**src/rtl/sound_pkg.sv**
```systemverilog
// Shared definitions for the sound controller channels.
// Holds the CH4 register addresses, the CH4 frequency divisor table,
// frame-sequencer step masks, register field layouts and the CH4
// frequency-timer reload helper.
package sound_pkg;

    localparam logic [15:0] NR41_ADDR = 16'hFF20;
    localparam logic [15:0] NR42_ADDR = 16'hFF21;
    localparam logic [15:0] NR43_ADDR = 16'hFF22;
    localparam logic [15:0] NR44_ADDR = 16'hFF23;

    // A set bit n means the frame sequencer emits that clock on step n.
    localparam logic [7:0] LEN_STEPS = 8'b0101_0101;
    localparam logic [7:0] ENV_STEPS = 8'b1000_0000;

    localparam logic [6:0] CH4_DIVISOR [0:7] = '{
        7'd8, 7'd16, 7'd32, 7'd48, 7'd64, 7'd80, 7'd96, 7'd112
    };

    // NR42: envelope control.
    typedef struct packed {
        logic [3:0] vol;
        logic       env_up;
        logic [2:0] period;
    } nr42_t;

    // NR43: polynomial counter control.
    typedef struct packed {
        logic [3:0] shift;
        logic       width7;
        logic [2:0] div_code;
    } nr43_t;

    // Largest reload is 112 << 13, which fits in 20 bits. Shift codes 14
    // and 15 stop the timer, so their reload value is never consumed.
    function automatic logic [19:0] ch4_freq_reload(input logic [2:0] div_code,
                                                    input logic [3:0] shift);
        if (shift >= 4'd14) return 20'd0;
        return 20'(CH4_DIVISOR[div_code]) << shift;
    endfunction

endpackage

```
**src/rtl/sound_ctlr_ch4_regs_if.sv**
```systemverilog
// CPU register bus for the CH4 front-end.
//   write_enable : one-cycle write strobe
//   addr         : CPU address
//   wdata        : write data
//   rdata        : combinational read data for addr
interface sound_ctlr_ch4_regs_if;
    logic        write_enable;
    logic [15:0] addr;
    logic [7:0]  wdata;
    logic [7:0]  rdata;

    modport master (output write_enable, addr, wdata, input rdata);
    modport slave  (input write_enable, addr, wdata, output rdata);
endinterface

```
**src/rtl/sound_frame_sequencer.sv**
```systemverilog
// Frame sequencer shared by the sound channels.
// Divides iClock by FS_DIV and walks an 8-step sequence; emits one-cycle
// length and envelope clock pulses on the steps selected by the masks.
//   iClock  : system clock
//   iReset  : asynchronous active-low reset
//   oLenClk : length-counter clock pulse (steps 0,2,4,6)
//   oEnvClk : envelope clock pulse (step 7)
module sound_frame_sequencer
    import sound_pkg::*;
#(
    parameter int FS_DIV = 8192,
    parameter int FS_W   = 13
) (
    input  logic iClock,
    input  logic iReset,
    output logic oLenClk,
    output logic oEnvClk
);

    logic [FS_W-1:0] prescaler;
    logic [2:0]      step;
    logic            wrap;

    assign wrap = (prescaler == FS_W'(FS_DIV - 1));

    // NOTE: sequential state uses non-blocking assignments so every register
    // samples pre-edge values, independent of statement order.
    always_ff @(posedge iClock or negedge iReset) begin
        if (!iReset) begin
            prescaler <= '0;
            step      <= 3'd0;
            oLenClk   <= 1'b0;
            oEnvClk   <= 1'b0;
        end else begin
            // The pulse belongs to the step that is ending on this wrap.
            oLenClk <= wrap && LEN_STEPS[step];
            oEnvClk <= wrap && ENV_STEPS[step];
            if (wrap) begin
                prescaler <= '0;
                step      <= step + 3'd1;
            end else begin
                prescaler <= prescaler + FS_W'(1);
            end
        end
    end

endmodule

```
**src/rtl/sound_ctlr_ch4_regs.sv**
```systemverilog
// Sound channel 4 (noise) register and timing front-end.
// Decodes NR41..NR44, runs length/envelope/frequency timers, drives the
// noise LFSR step/reload strobes and produces the registered 4-bit sample.
//   iClock      : system clock
//   iReset      : asynchronous active-low reset
//   bus         : CPU register bus (slave side, combinational read data)
//   iLfsrBit    : current LFSR output bit
//   oLfsrStep   : one-cycle pulse, shift the LFSR
//   oLfsrReload : one-cycle pulse on trigger, LFSR reloads to all ones
//   oLfsrWidth7 : 7-bit LFSR mode select
//   oSample     : channel amplitude 0..15
//   oActive     : channel-on status
module sound_ctlr_ch4_regs
    import sound_pkg::*;
#(
    parameter int FS_DIV = 8192,
    parameter int FS_W   = 13
) (
    input  logic                       iClock,
    input  logic                       iReset,
    sound_ctlr_ch4_regs_if.slave       bus,
    input  logic                       iLfsrBit,
    output logic                       oLfsrStep,
    output logic                       oLfsrReload,
    output logic                       oLfsrWidth7,
    output logic [3:0]                 oSample,
    output logic                       oActive
);

    nr42_t       nr42;
    nr43_t       nr43;
    logic        len_en;
    logic [6:0]  length;
    logic [3:0]  vol;
    logic [3:0]  vol_next;
    logic [2:0]  env_timer;
    logic [19:0] freq_timer;
    logic [19:0] freq_reload;
    logic        len_clk;
    logic        env_clk;

    logic wr_nr41, wr_nr42, wr_nr43, wr_nr44;
    logic trigger, dac_on, freq_hold, len_tick;

    sound_frame_sequencer #(.FS_DIV(FS_DIV), .FS_W(FS_W)) u_fs (
        .iClock  (iClock),
        .iReset  (iReset),
        .oLenClk (len_clk),
        .oEnvClk (env_clk)
    );

    assign wr_nr41     = bus.write_enable && (bus.addr == NR41_ADDR);
    assign wr_nr42     = bus.write_enable && (bus.addr == NR42_ADDR);
    assign wr_nr43     = bus.write_enable && (bus.addr == NR43_ADDR);
    assign wr_nr44     = bus.write_enable && (bus.addr == NR44_ADDR);
    assign trigger     = wr_nr44 && bus.wdata[7];
    assign dac_on      = (nr42.vol != 4'd0) || nr42.env_up;
    assign freq_hold   = (nr43.shift >= 4'd14);
    assign freq_reload = ch4_freq_reload(nr43.div_code, nr43.shift);
    assign oLfsrWidth7 = nr43.width7;
    // A coinciding NR41 write or trigger overrides the length clock.
    assign len_tick    = len_clk && len_en && (length != 7'd0) && !wr_nr41 && !trigger;

    // NOTE: every always_comb output gets a default first so no path can
    // leave it unassigned and infer a latch.
    always_comb begin
        bus.rdata = 8'hFF;
        case (bus.addr)
            NR42_ADDR: bus.rdata = nr42;
            NR43_ADDR: bus.rdata = nr43;
            NR44_ADDR: bus.rdata = {1'b1, len_en, 6'h3F};
            default:   bus.rdata = 8'hFF;
        endcase
    end

    always_comb begin
        vol_next = vol;
        if (nr42.env_up && (vol != 4'd15))       vol_next = vol + 4'd1;
        else if (!nr42.env_up && (vol != 4'd0))  vol_next = vol - 4'd1;
    end

    always_ff @(posedge iClock or negedge iReset) begin
        if (!iReset) begin
            nr42        <= '0;
            nr43        <= '0;
            len_en      <= 1'b0;
            length      <= 7'd0;
            oActive     <= 1'b0;
            vol         <= 4'd0;
            env_timer   <= 3'd0;
            freq_timer  <= 20'd0;
            oLfsrStep   <= 1'b0;
            oLfsrReload <= 1'b0;
            oSample     <= 4'd0;
        end else begin
            if (wr_nr42) nr42   <= nr42_t'(bus.wdata);
            if (wr_nr43) nr43   <= nr43_t'(bus.wdata);
            if (wr_nr44) len_en <= bus.wdata[6];

            // Length counter
            if (wr_nr41)                          length <= 7'd64 - {1'b0, bus.wdata[5:0]};
            else if (trigger && length == 7'd0)   length <= 7'd64;
            else if (len_tick)                    length <= length - 7'd1;

            // Channel status: a DAC-off write kills the channel at once.
            if (trigger)                                   oActive <= dac_on;
            else if (wr_nr42 && bus.wdata[7:3] == 5'd0)    oActive <= 1'b0;
            else if (len_tick && length == 7'd1)           oActive <= 1'b0;

            // Envelope: an NR42 write in the same cycle as the envelope
            // clock leaves the current volume untouched.
            if (trigger) begin
                vol       <= nr42.vol;
                env_timer <= nr42.period;
            end else if (env_clk && !wr_nr42 && nr42.period != 3'd0) begin
                if (env_timer <= 3'd1) begin
                    env_timer <= nr42.period;
                    vol       <= vol_next;
                end else begin
                    env_timer <= env_timer - 3'd1;
                end
            end

            // Frequency timer: zero means idle until the first trigger.
            oLfsrStep   <= 1'b0;
            oLfsrReload <= trigger;
            if (trigger) begin
                freq_timer <= freq_reload;
            end else if (!freq_hold && freq_timer != 20'd0) begin
                if (freq_timer == 20'd1) begin
                    freq_timer <= freq_reload;
                    oLfsrStep  <= 1'b1;
                end else begin
                    freq_timer <= freq_timer - 20'd1;
                end
            end

            oSample <= (oActive && !iLfsrBit) ? vol : 4'd0;
        end
    end

endmodule

```
**src/flat_wrapper.sv**
```systemverilog
// flat-port wrapper written by rule: the top's interface ports become plain ports
module sound_ctlr_ch4_regs_flat import sound_pkg::*;
#(
    parameter int FS_DIV = 8192,
    parameter int FS_W   = 13
)
  (iClock, iReset, iLfsrBit, oLfsrStep, oLfsrReload, oLfsrWidth7, oSample, oActive, bus_write_enable, bus_addr, bus_wdata, bus_rdata);
  sound_ctlr_ch4_regs_if bus_i ();
  input  logic iClock;
  input  logic iReset;
  input  logic iLfsrBit;
  output logic oLfsrStep;
  output logic oLfsrReload;
  output logic oLfsrWidth7;
  output logic [3:0] oSample;
  output logic oActive;
  input wire logic [$bits(bus_i.write_enable)-1:0] bus_write_enable;
  input wire logic [$bits(bus_i.addr)-1:0] bus_addr;
  input wire logic [$bits(bus_i.wdata)-1:0] bus_wdata;
  output wire logic [$bits(bus_i.rdata)-1:0] bus_rdata;
  assign bus_i.write_enable = bus_write_enable;
  assign bus_i.addr = bus_addr;
  assign bus_i.wdata = bus_wdata;
  assign bus_rdata = bus_i.rdata;
  sound_ctlr_ch4_regs #(.FS_DIV(FS_DIV), .FS_W(FS_W)) u_core (.iClock(iClock), .iReset(iReset), .bus(bus_i), .iLfsrBit(iLfsrBit), .oLfsrStep(oLfsrStep), .oLfsrReload(oLfsrReload), .oLfsrWidth7(oLfsrWidth7), .oSample(oSample), .oActive(oActive));
endmodule
```
**config.mk**
```make
export PLATFORM = sky130hd
export DESIGN_NAME = sound_ctlr_ch4_regs_flat
export DESIGN_NICKNAME = d
export VERILOG_FILES = /design/src/rtl/sound_pkg.sv /design/src/rtl/sound_ctlr_ch4_regs_if.sv /design/src/rtl/sound_frame_sequencer.sv /design/src/rtl/sound_ctlr_ch4_regs.sv /design/src/flat_wrapper.sv
export SDC_FILE = /design/constraint.sdc
export NUM_CORES = 1
export LEC_CHECK = 0
export ABC_AREA = 1
export BUFFER_PORTS_ARGS = -buffer_cell sky130_fd_sc_hd__buf_2
export CAP_MARGIN = 10
export CELL_PAD_IN_SITES_DETAIL_PLACEMENT = 1
export CELL_PAD_IN_SITES_GLOBAL_PLACEMENT = 1
export CORE_UTILIZATION = 35
export DETAILED_ROUTE_END_ITERATION = 10
export PLACE_DENSITY_LB_ADDON = 0.1
export SYNTH_ARGS = -nofsm -noshare
export SYNTH_HDL_FRONTEND = slang
export SYNTH_SLANG_ARGS = --single-unit
```
**constraint.sdc**
```tcl
create_clock -name iClock -period 3.61 [get_ports iClock]
set_input_delay 0.1805 -clock iClock [delete_from_list [all_inputs] [get_ports iClock]]
set_output_delay 0.1805 -clock iClock [all_outputs]
set_load 0.005 [all_outputs]
```
Yosys cells after proc, flatten, opt, wreduce, memory -nomap -nowiden --
Memory sizes are Yosys's and may differ from the RTL's. Cells that the tools add are included.
Storage, ports and cells: output and inout port bits 16, bits in registers 76, memories kept 3, logic and storage cells 115, input bits 28, memory bits (read-only) 72
Operators by class: shift-type cells 1, reductions and logical operators 41, bitwise logic cells 1, $add $sub $neg 8, multiplexer cells 30, equal/unequal tests 8, order comparisons 4
Memories:
- (no name shown) | depth 8, bits a word 7, rd ports 1, clocked after Yosys merged registers in 0, wr ports 0, RTL line sound_pkg.sv:39 | return 20'(CH4_DIVISOR[div_code]) << shift;
- (no name shown) | depth 8, bits a word 1, rd ports 1, clocked after Yosys merged registers in 0, wr ports 0, RTL line sound_frame_sequencer.sv:37 | oEnvClk <= wrap && ENV_STEPS[step];
- (no name shown) | depth 8, bits a word 1, rd ports 1, clocked after Yosys merged registers in 0, wr ports 0, RTL line sound_frame_sequencer.sv:36 | oLenClk <= wrap && LEN_STEPS[step];
Operator list (number):
- $mux W20 | 5
- $eq A16 B16 Y1 const B | 4
- $mux W7 | 5
- $mux W4 | 6
- $pmux W8 S3 | 1
- $eq A20 B1 Y1 const B | 1
- $logic_and A1 B1 Y1 | 20
- $reduce_bool A20 Y1 | 1
- $shl A7 B4 Y20 | 1
- $sub A20 B1 Y20 const B | 1
- $add A13 B1 Y13 const B | 1
- $eq A13 B13 Y1 const B | 1
- $mux W13 | 1
- $reduce_bool A3 Y1 | 4
- $mux W1 | 9
- $mux W3 | 3
- $ge A4 B4 Y1 const B | 2
- $reduce_bool A4 Y1 | 2
- $eq A7 B1 Y1 const B | 1
- $logic_not A7 Y1 | 1
- $reduce_bool A7 Y1 | 1
- $sub A7 B1 Y7 const B | 1
- $sub A7 B6 Y7 const A | 1
- $logic_not A1 Y1 | 6
- 12 further kinds | 14

Longest topological paths before layout --
Gate-level depths: netlist of the first run.
depth after elaboration 9, depth in mapped cells 12, gate-level depth less buffers 12

Cells and area by module --
From an unflattened synthesis of the first run, not the netlist that was laid out.
Second synthesis, totals: cell total of the unflattened synthesis 709, area total of the unflattened synthesis 4968.5 um^2
By module, submodules not included:
- sound_ctlr_ch4_regs | times used 1, cells each 601, seq. area each 1451.4 um^2, area an instance 4067.7 um^2
- sound_frame_sequencer | times used 1, cells each 108, seq. area each 450.4 um^2, area an instance 900.9 um^2

Worst setup path before layout of the first run --
Ideal clock, no wire load.
path type register -> register, from reg u_core.freq_timer[0], to reg u_core.freq_timer[3], path buffers 1, setup time 116 ps, slack 1930 ps, arrival 1563 ps, required time 3494 ps, cell stages (with the launch flop) 11, clock period less this slack 1680 ps, path through dfrtp_1 -> inv_1 -> ha_1 -> nand3_2 -> nor2_2 -> nand2_2 -> o21ai_4 -> nand2_4 -> buf_6 -> nand3_1 -> nand2_1
On the way: cells in the longest elaborated chain, start to end 4, elaborated cells on any way between the ends 8, classes of those cells add/sub (1); eq/ne (1); mux (3); reduce/logical (3)
Ends and longest elaborated chain:
- from (decl) | RTL line sound_ctlr_ch4_regs.sv:37 | logic [19:0] freq_timer;
- from (signal assigned) | RTL line sound_ctlr_ch4_regs.sv:128 | freq_timer <= freq_reload;
- from (signal assigned) | RTL line sound_ctlr_ch4_regs.sv:131 | freq_timer <= freq_reload;
- from (signal assigned) | RTL line sound_ctlr_ch4_regs.sv:134 | freq_timer <= freq_timer - 20'd1;
- $sub A20 B1 Y20 / $eq A20 B1 Y1 (equally long branches) | RTL line sound_ctlr_ch4_regs.sv:134, sound_ctlr_ch4_regs.sv:130
- $mux W20 | RTL line sound_ctlr_ch4_regs.sv:130 | if (freq_timer == 20'd1) begin
- $mux W20 | RTL line sound_ctlr_ch4_regs.sv:129 | end else if (!freq_hold && freq_timer != 20'd0) begin
- $mux W20 | RTL line sound_ctlr_ch4_regs.sv:127 | if (trigger) begin
Parallel ways exist; a longest one is shown, timed or not. The select of a mux whose other input is x is not followed. A chain may end at the register's enable or synchronous reset.

Final worst setup path of the first run --
from reg u_core.freq_timer[0], to reg u_core.freq_timer[13]
The elaborated chain is that of the path after synthesis.

==> results of run 1 <==
-- synthesized netlist by cell type, drive strengths merged --
cell	instances
a21boi	1
a21oi	11
a22oi	1
and2	1
buf	8
clkbuf	4
clkinv	2
dfrtp	76
fa	1
ha	12
inv	85
nand2	233
nand3	83
nand3b	1
nand4	13
nor2	75
nor2b	1
nor3	13
o2111ai	1
o211a	1
o211ai	2
o21ai	49
o21bai	1
o221ai	5
o22ai	1
or2	1
xnor2	9
xor2	12
-- state kept, by name, indices dropped and copies added (netlist names), 3 cells and up --
name	count
u_core.u_fs.step	3
u_core.freq_timer	20
u_core.vol	4
u_core.nr43	7
u_core.length	7
u_core.nr42	8
u_core.u_fs.prescaler	13
u_core.env_timer	3
u_core.oSample	4
-- final cells by class --
| cell class | instances | area (um2) |
|---|---|---|
| Fill cell | 1803 | 8250 |
| Inverter | 87 | 329 |
| Multi-Input combinational cell | 528 | 2770 |
| Sequential cell | 76 | 1900 |
| Timing Repair Buffer | 45 | 235 |
| Tap cell | 180 | 225 |
| Clock inverter | 3 | 68.8 |
| Clock buffer | 13 | 260 |
-- repair_timing --
item / 4_1_cts / 5_1_grt
hold buffers: 1 / 0
endpoints found under the hold margin: 53 / 0
gates resized for setup: 0 / 0
-- where the power goes --
group | total, uW | switching, uW | internal (uW)
registers | 875 | 14.7 | 861
logic | 94.8 | 62.8 | 31.9
clock network | 1030 | 381 | 646
-- how the worst max path moves through the flow --
stage | from | to | cells after the start
3_3_place_gp | u_core.freq_timer[0]$_DFFE_PN0P_ | u_core.freq_timer[13]$_DFFE_PN0P_ | 11
2_1_floorplan | u_core.freq_timer[0]$_DFFE_PN0P_ | u_core.freq_timer[3]$_DFFE_PN0P_ | 10
6_report | u_core.freq_timer[0]$_DFFE_PN0P_ | u_core.freq_timer[13]$_DFFE_PN0P_ | 11
4_1_cts | u_core.freq_timer[0]$_DFFE_PN0P_ | u_core.freq_timer[13]$_DFFE_PN0P_ | 11
3_5_place_dp | u_core.freq_timer[0]$_DFFE_PN0P_ | u_core.freq_timer[13]$_DFFE_PN0P_ | 11
5_1_grt | u_core.freq_timer[0]$_DFFE_PN0P_ | u_core.freq_timer[13]$_DFFE_PN0P_ | 11
-- metrics by stage --
stage / instances / hold slack [ns]
after floorplan: 703 / -0.115
after global placement: 915 / 0.279
after detailed placement: 915 / 0.274
after CTS: 932 / 0.144
after global routing: 932 / 0.178
final: 932 / 0.151
-- layout by cell type (no fill, tap or decap), types with 11 or more instances in the layout --
| cell | Yosys | routed |
|---|---|---|
| xor2_1 | 12 | 12 |
| nor3_1 | 11 | 11 |
| nand3_1 | 73 | 73 |
| dfrtp_1 | 76 | 76 |
| buf_2 | 2 | 42 |
| ha_1 | 12 | 12 |
| nor2_1 | 64 | 64 |
| inv_1 | 79 | 79 |
| nand2_1 | 222 | 222 |
| o21ai_1 | 11 | 11 |
| o21ai_0 | 35 | 35 |
-- routing by layer --
metal / wire length, um / GRT usage (%) / up-vias
met5: 0 / 0 / -
met4: 278 / 7.62 / 0
met3: 439 / 3.30 / 20
met2: 6600 / 33.9 / 59
met1: 7070 / 28.4 / 2219
li1: - / - / 2342
-- worst min-delay path, delay by kind of cell --
family        cells  cell delay, ns
simple gates      2            0.17
buf+inv           2            0.10
-- cells by family after synthesis --
kind of cell,synth area share [%]
AO/OA/AOI/OAI,8.65
AND/OR/NAND/NOR,38.8
XOR/XNOR,3.61
adder cells (fa/ha/maj),3.34
flip-flops,37.4
buffers and inverters,8.23
==> results.yml, run 1 <==
run_status:
  outcome: "finished clean"
global_routing:
  grt_pass1_vias: 4808
  grt_max_degree: 55
  grt_overflow: 0
  track_usage_pct: 21.1
  grt_antenna_before_repair: 0
  grt_pass1_wl_um: 24200
clock_tree:
  h-tree-depth: 3
  clk_pin_slew_ns: 0.06
  clockBufferDepth: 2
  clock_latency_ns: 0.35
  numCtsBuffers: 9
  clockRootBuffer: "clkbuf_16"
  clkSinkCount: 76
  postCtsSetupRepairBufs: 0
  cts_tree: "built"
routing:
  vias: 4640
  drc: 0
  ant_nets: 0
  first_pass_iters: 4
  wl_um: 14400
  drt-initial-drc-count: 219
  vias_per_cell: 4.98
  wl_per_cell_um: 15.4
worst_setup_path:
  end_kind: "flop"
  crit_path_max_incr_delay_ns: 0.44
  required_ns: 3.86
  start_kind: "flop"
  crit_family: "simple AND/OR/NAND/NOR gates"
  r2r_end: "u_core.freq_timer[13]$_DFFE_PN0P_"
  rrSetupSlack_ns: 1.47
  r2r_start: "u_core.freq_timer[0]$_DFFE_PN0P_"
  critPathBufInv: 3
  crit_fanout: 22
  critical_path_class: "flop to flop"
  cp.arrival_ns: 2.39
  path_cells: "inv_1, ha_1, nand3_2, nor2_2, nand2_2, o21ai_4, nand2_4, inv_4, nand2_1, nand2_1, inv_1"
  reg2reg_depth: 11
  slowest_stage: "dfrtp_1"
floorplan:
  initial_core_util_pct: 36.3
  rows: 43
  die-area_um2: 15000
  die_h_um: 123
  io_pins: 44
  core_um2: 14000
  die_x_um: 123
timing:
  setup_viol_count_final: 0
  worst_pin_slew_ns: 0.690
  hold_violations: 0
  max_slew_margin_pct: 53.6
  slew_violations: 0
  max_freq_ghz: 0.466
  fin_ws_ns: 1.47
  tns_ns: 0
  finClkSkew_ns: 0.00981
  rsz0062_at_grt: "no"
  period_minus_slack_ns: 2.14
  timing.final.crit_share_pct: 59.4
synth:
  synth_largest_area_cell: "dfrtp_1"
  synth-seq-area-share_pct: 37.4
  yosysWarnings: 0
  synth_area_leaders: "dfrtp_1, nand2_1, nand3_1"
  ys_ff_latch: 76
  synth_area_um2: 5090
  synth_top_area_share_pct: 37.4
  synth_cell_types: 48
  syn_area_per_cell_um2: 7.24
  syn_nets: 744
  syn_inst: 703
job:
  max-cap-violations: 0
place:
  dpl-instance-area_um2: 5450
  dpl_worst_slack_ns: 1.46
  place.gp.congestion: 0.827
  place_hpwl_um: 11200
  portBuffers: 43
layout:
  fin_nets: 788
  utilization_pct: 41.2
  final_area_um2: 5790
  layout-drive-gt1-share_pct: 14.2
  area_delta_synth_final_pct: 13.7
  insertedDiodeCount: 0
worst_hold_path:
  min_to: "u_core.oSample[1]$_DFF_PN0_"
  min-delay-start: "iLfsrBit"
  whs_path_depth: 4
  hp-class: "input port to flop"
power:
  power_density_nw_per_um2: 345
  power.leakage_uw: 0.00284
  ir_drop_mv: 0.193
  total_power_uw: 2000
Power figures use the tool's default switching activity.
==> run 2, diff against run 1 <==
==> constraint.sdc (replaced) <==
create_clock -name iClock -period 2 [get_ports iClock]
set_input_delay 0.1 -clock iClock [delete_from_list [all_inputs] [get_ports iClock]]
set_output_delay 0.1 -clock iClock [all_outputs]
set_load 0.005 [all_outputs]
==> results.yml, run 2 (same netlist as run 1, synthesis figures left out) <==
layout:
  area_delta_synth_final_pct: 16.4
  reg.largest.list: "u_core.freq_timer x20, u_core.u_fs.prescaler x13, u_core.nr42 x8"
  insertedDiodeCount: 0
  layout-drive-gt1-share_pct: 16.2
  largest-register: "u_core.freq_timer"
  largest_register_ffs: 20
  layout_common_cells: "nand2_1, inv_1, dfrtp_1"
  fin_nets: 803
  final_common_cell: "nand2_1"
  fillers: 1788
  final_area_um2: 5930
place:
  portBuffers: 43
  dpl-instance-area_um2: 5560
  place_hpwl_um: 11600
  place.gp.congestion: 0.855
floorplan:
  rows: 43
  io_pins: 44
  die_h_um: 123
  die-area_um2: 15000
  core_um2: 14000
  die_x_um: 123
  initial_core_util_pct: 36.3
worst_setup_path:
  crit_fanout: 7
  path_cells: "inv_1, ha_1, nand3_2, nor2_4, nand2_2, o21ai_4, nand2_4, buf_4, o21ai_0, nand2_1, nand2_1"
  critical_path_class: "flop to flop"
  critPathBufInv: 2
  crit_path_start: "u_core.freq_timer[1]$_DFFE_PN0P_"
  reg2reg_depth: 11
  crit_path_max_incr_delay_ns: 0.38
  start_kind: "flop"
  path_depth: 11
  slowest_stage: "dfrtp_1"
  r2r_start: "u_core.freq_timer[1]$_DFFE_PN0P_"
  end_kind: "flop"
  cp.arrival_ns: 2.16
  rrSetupSlack_ns: 0.13
  cp_common_cell: "nand2_1"
  crit_family: "simple AND/OR/NAND/NOR gates"
  required_ns: 2.29
global_routing:
  grt_pass1_vias: 4991
  grtUsageMet2_pct: 36.4
  track_usage_pct: 21.6
  grt_overflow: 0
  grt_use_met1_pct: 28.2
  grt_max_degree: 43
  grt_pass1_wl_um: 24900
  grt-busiest-layer: "met2"
  grtUsageMet3_pct: 4.46
  grt_antenna_before_repair: 0
job:
  max-cap-violations: 0
worst_hold_path:
  min-delay-start: "iLfsrBit"
  hp-class: "input port to flop"
  whs_path_depth: 4
timing:
  hold_violations: 0
  slew_violations: 0
  max_slew_margin_pct: 65.2
  worst_pin_slew_ns: 0.517
  rsz0062_at_grt: "no"
  period_minus_slack_ns: 1.87
  finClkSkew_ns: 0.00500
  timing.final.crit_share_pct: 93.5
  setup_viol_count_final: 0
  hold_slack_ns: 0.0712
  max_freq_ghz: 0.535
  tns_ns: 0
clock_tree:
  clock_latency_ns: 0.35
  clockBufferDepth: 2
  numCtsBuffers: 9
  clk_pin_slew_ns: 0.06
  cts_tree: "built"
  h-tree-depth: 3
  clockRootBuffer: "clkbuf_16"
  clkSinkCount: 76
routing:
  vias: 4766
  wl_um: 14700
  first_pass_iters: 4
  wl_per_cell_um: 15.5
  drt-initial-drc-count: 149
  ant_nets: 0
  vias_per_cell: 5.03
  drc: 0
power:
  ir_drop_mv: 0.355
  power_density_nw_per_um2: 603
  power.leakage_uw: 0.00291
run_status:
  outcome: "finished clean"
[run 2: changes by cell type in the layout (fill, tap and decap cells not counted), sizes merged]
cell and change:
buf +15, clkinvlp +2, clkbuf -2, clkinv -1, inv +1
[run 2: repair_timing]
action	4_1_cts	5_1_grt
hold endpoints to repair	34	0
hold buffers	1	0
gates resized for setup	0	4
endpoints found under the setup margin	0	23
buffers inserted	0	2
[run 2: worst register-to-register path, cell delays in order (launching register included)]
cell and delay (ns):
dfrtp_1 0.38, inv_1 0.10, ha_1 0.20, nand3_2 0.15, nor2_4 0.17, nand2_2 0.10
o21ai_4 0.19, nand2_4 0.13, buf_4 0.18, o21ai_0 0.07, nand2_1 0.07, nand2_1 0.07
[run 2: final timing paths]
| path | end |
|---|---|
| min in group asynchronous | u_core.oSample[2]$_DFF_PN0_ |
| hold reg to reg | u_core.u_fs.prescaler[0]$_DFF_PN0_ |
| setup reg to reg | u_core.freq_timer[10]$_DFFE_PN0P_ |
| max in group asynchronous | u_core.u_fs.prescaler[3]$_DFF_PN0_ |
| setup / recovery | u_core.freq_timer[10]$_DFFE_PN0P_ |
| hold / removal | u_core.oSample[3]$_DFF_PN0_ |
[run 2: routing by layer]
| metal | part of all wire [%] | vias up |
|---|---|---|
| li1 | - | 2375 |
| met1 | 48 | 2319 |
| met2 | 48 | 59 |
| met3 | 3.2 | 13 |
| met4 | 1.2 | 0 |
| met5 | 0 | - |
[run 2: final cells by class]
| type | count | area, um2 | share of cell area [%] |
|---|---|---|---|
| Inverter | 87 | 332 | 5.59 |
| Sequential cell | 76 | 1900 | 32.1 |
| Multi-Input combinational cell | 528 | 2780 | 46.9 |
| Clock buffer | 11 | 243 | 4.09 |
| Timing Repair Buffer | 60 | 360 | 6.08 |
| Clock inverter | 5 | 83.8 | 1.41 |
| Tap cell | 180 | 225 | 3.80 |
[run 2: stage by stage]
step / total power, uW / setup slack, ns / instances / utilization, %
floorplan: 1680 / 0.320 / 703 / -
global placement: 1780 / 0.142 / 928 / 39.6
detailed placement: 1790 / 0.0591 / 928 / 39.6
CTS: 3630 / 0.0449 / 945 / 42.0
global route: 3710 / 0.00618 / 947 / 42.2
finish: 3570 / 0.129 / 947 / 42.2
[run 2: where the power goes]
group / internal (uW) / total [uW] / switching [uW] / leakage, uW
combinational: 61.1 / 179 / 117 / 0.00178
clock: 1130 / 1810 / 681 / 0.000152
sequential: 1550 / 1580 / 27.5 / 0.000978
total: 2750 / 3570 / 826 / 0.00291
==> run 3, diff against run 2 <==
--- a/config.mk
+++ b/config.mk
@@ -15,4 +15,5 @@
 export PLACE_DENSITY_LB_ADDON = 0.1
 export SYNTH_ARGS = -nofsm -noshare
 export SYNTH_HDL_FRONTEND = slang
+export SYNTH_HIERARCHICAL = 1
 export SYNTH_SLANG_ARGS = --single-unit
==> results.yml, run 3 <==
run_status:
  outcome: "finished clean"
worst_hold_path:
  hp-class: "input port to flop"
  min-delay-start: "iLfsrBit"
clock_tree:
  h-tree-depth: 3
  clock_latency_ns: 0.34
  clkSinkCount: 76
  numCtsBuffers: 9
  clockRootBuffer: "clkbuf_16"
  clk_pin_slew_ns: 0.06
  cts_tree: "built"
  clockBufferDepth: 2
layout:
  insertedDiodeCount: 0
  layout-drive-gt1-share_pct: 15.1
  final_common_cell: "nand2_1"
  largest-register: "u_core/freq_timer"
  layout_common_cells: "nand2_1, inv_1, dfrtp_1"
  reg.largest.list: "u_core/freq_timer x20, u_core/u_fs/prescaler x13, u_core/nr42 x8"
  register_area_um2: 1900
  area_delta_synth_final_pct: 17.3
  final_area_um2: 5830
  multi_input_area_um2: 2640
  fin_nets: 816
  largest_register_ffs: 20
  fillers: 1802
routing:
  wl_um: 14800
  vias: 4727
  ant_nets: 0
  drc: 0
  vias_per_cell: 4.93
  wl_per_cell_um: 15.4
  first_pass_iters: 4
  drt-initial-drc-count: 181
place:
  dpl-instance-area_um2: 5490
  place.gp.congestion: 0.816
  dpl_worst_slack_ns: 0.0486
  portBuffers: 43
  place_hpwl_um: 11300
global_routing:
  grt_overflow: 0
  grt_pass1_wl_um: 24800
  grt_pass1_vias: 5049
  grt_max_degree: 47
  track_usage_pct: 21.9
  grt_antenna_before_repair: 0
timing:
  period_minus_slack_ns: 1.82
  max_freq_ghz: 0.548
  setup_viol_count_final: 0
  fin_ws_ns: 0.175
  hold_violations: 0
  max_slew_margin_pct: 69.5
  hold_slack_ns: 0.0629
  worst_pin_slew_ns: 0.453
  timing.final.crit_share_pct: 91.2
  finClkSkew_ns: 0.00730
  slew_violations: 0
synth:
  ys_ff_latch: 76
  synth_area_leaders: "dfrtp_1, nand2_1, inv_1"
  syn_area_per_cell_um2: 7.01
  synth_top_area_share_pct: 38.3
  syn_inst: 709
  syn_nets: 751
  synth_edf_count: 0
  synth_largest_area_cell: "dfrtp_1"
  yosysWarnings: 6
  synth_area_um2: 4970
  ys.flop_type: "dfrtp_1"
  synth_cell_types: 37
  post-synth-top-count-cell: "nand2_1"
  synth_commonest_cells: "nand2_1, inv_1, dfrtp_1"
  synth-seq-area-share_pct: 38.3
  synth_async_sr_flop_share_pct: 100
worst_setup_path:
  start_kind: "flop"
  crit_family: "simple AND/OR/NAND/NOR gates"
  crit_fanout: 10
  required_ns: 2.23
  cp.arrival_ns: 2.05
  crit_path_max_incr_delay_ns: 0.42
  r2r_start: "u_core/freq_timer[13]$_DFFE_PN0P_"
  critPathBufInv: 1
  crit_path_start: "u_core/freq_timer[13]$_DFFE_PN0P_"
  path_cells: "nor2_1, nand2_1, nor2_2, nand4_1, nand2_4, buf_4, nand2_1, o211ai_1, nand2_1"
  end_kind: "flop"
  cp_common_cell: "nand2_1"
  slowest_stage: "dfrtp_1"
  critical_path_class: "flop to flop"
floorplan:
  rows: 43
  die_x_um: 121
  core_um2: 13900
  die-area_um2: 14700
  die_h_um: 121
  initial_core_util_pct: 35.8
  io_pins: 44
power:
  power_density_nw_per_um2: 565
  power.leakage_uw: 0.00298
  ir_drop_mv: 0.335
job:
  max-cap-violations: 0
==> run 3: cells by family (layout without fill, tap and decap cells) <==
family	Yosys count	after routing	synth area share, %
AOI/OAI and AO/OA	77	77	8.74
xor gates and xnor gates	23	23	4.05
adders and majority gates	14	14	3.68
buffers and inverters	106	176	8.97
DFF	76	76	38.3
and+or+nand+nor	413	413	36.3
==> run 3: power breakdown <==
group | internal, uW | leakage, uW | total, uW | switching, uW
Clock | 870 | 0.000127 | 1560 | 690
Sequential | 1550 | 0.000975 | 1570 | 19.2
Combinational | 56.3 | 0.00188 | 162 | 105
Total | 2480 | 0.00298 | 3290 | 814
==> run 3: routing by layer <==
layer | part of all wire (%) | global-route usage, % | wire [um]
met1 | 48 | 28.2 | 7150
met5 | 0 | 0 | 0
met4 | 1.0 | 7.33 | 150
met3 | 2.0 | 3.01 | 288
met2 | 49 | 37.6 | 7170
==> run 3: worst reg2reg max path: cells and delay by family (launching register included) <==
family	cells	cell delay [ns]
buffers and inverters	1	0.17
AO/OA/AOI/OAI	1	0.09
AND/OR/NAND/NOR	7	1.04
flip-flops	1	0.42
==> run 3: final cells by class <==
cell class	count	share of cell area [%]
Multi-Input combinational cell	527	45.3
Sequential cell	76	32.6
Timing Repair Buffer	70	7.54
Inverter	90	5.84
Clock buffer	10	4.10
Tap cell	180	3.87
Clock inverter	6	0.687
==> run 3: repair_timing <==
item	in CTS	in global routing
endpoints found under the hold margin	30	0
gates resized for setup	0	10
hold buffers	1	0
buffers inserted	0	3
setup endpoints to repair	0	20
==> run 3: final timing paths <==
path / slack, ns / cells past startpoint / to
max: 0.18 / 9 / u_core/freq_timer[9]$_DFFE_PN0P_
min in group asynchronous: 0.25 / 2 / u_core/oSample[2]$_DFF_PN0_
min: 0.06 / 4 / u_core/oSample[2]$_DFF_PN0_
min reg2reg: 0.48 / 2 / u_core/u_fs/step[2]$_DFFE_PN0N_
max in group asynchronous: 1.14 / 3 / u_core/u_fs/step[1]$_DFFE_PN0N_
max reg2reg: 0.18 / 9 / u_core/freq_timer[9]$_DFFE_PN0P_
==> run 3: per-stage QoR <==
step	util [%]	std cells	total power, uW	TNS, ns
after floorplan	-	709	1660	0
after global placement	39.5	939	1760	0
after CTS	41.6	956	3360	0
after detailed placement	39.5	939	1760	0
after global routing	42.0	959	3430	-0.00802
final	42.0	959	3290	0
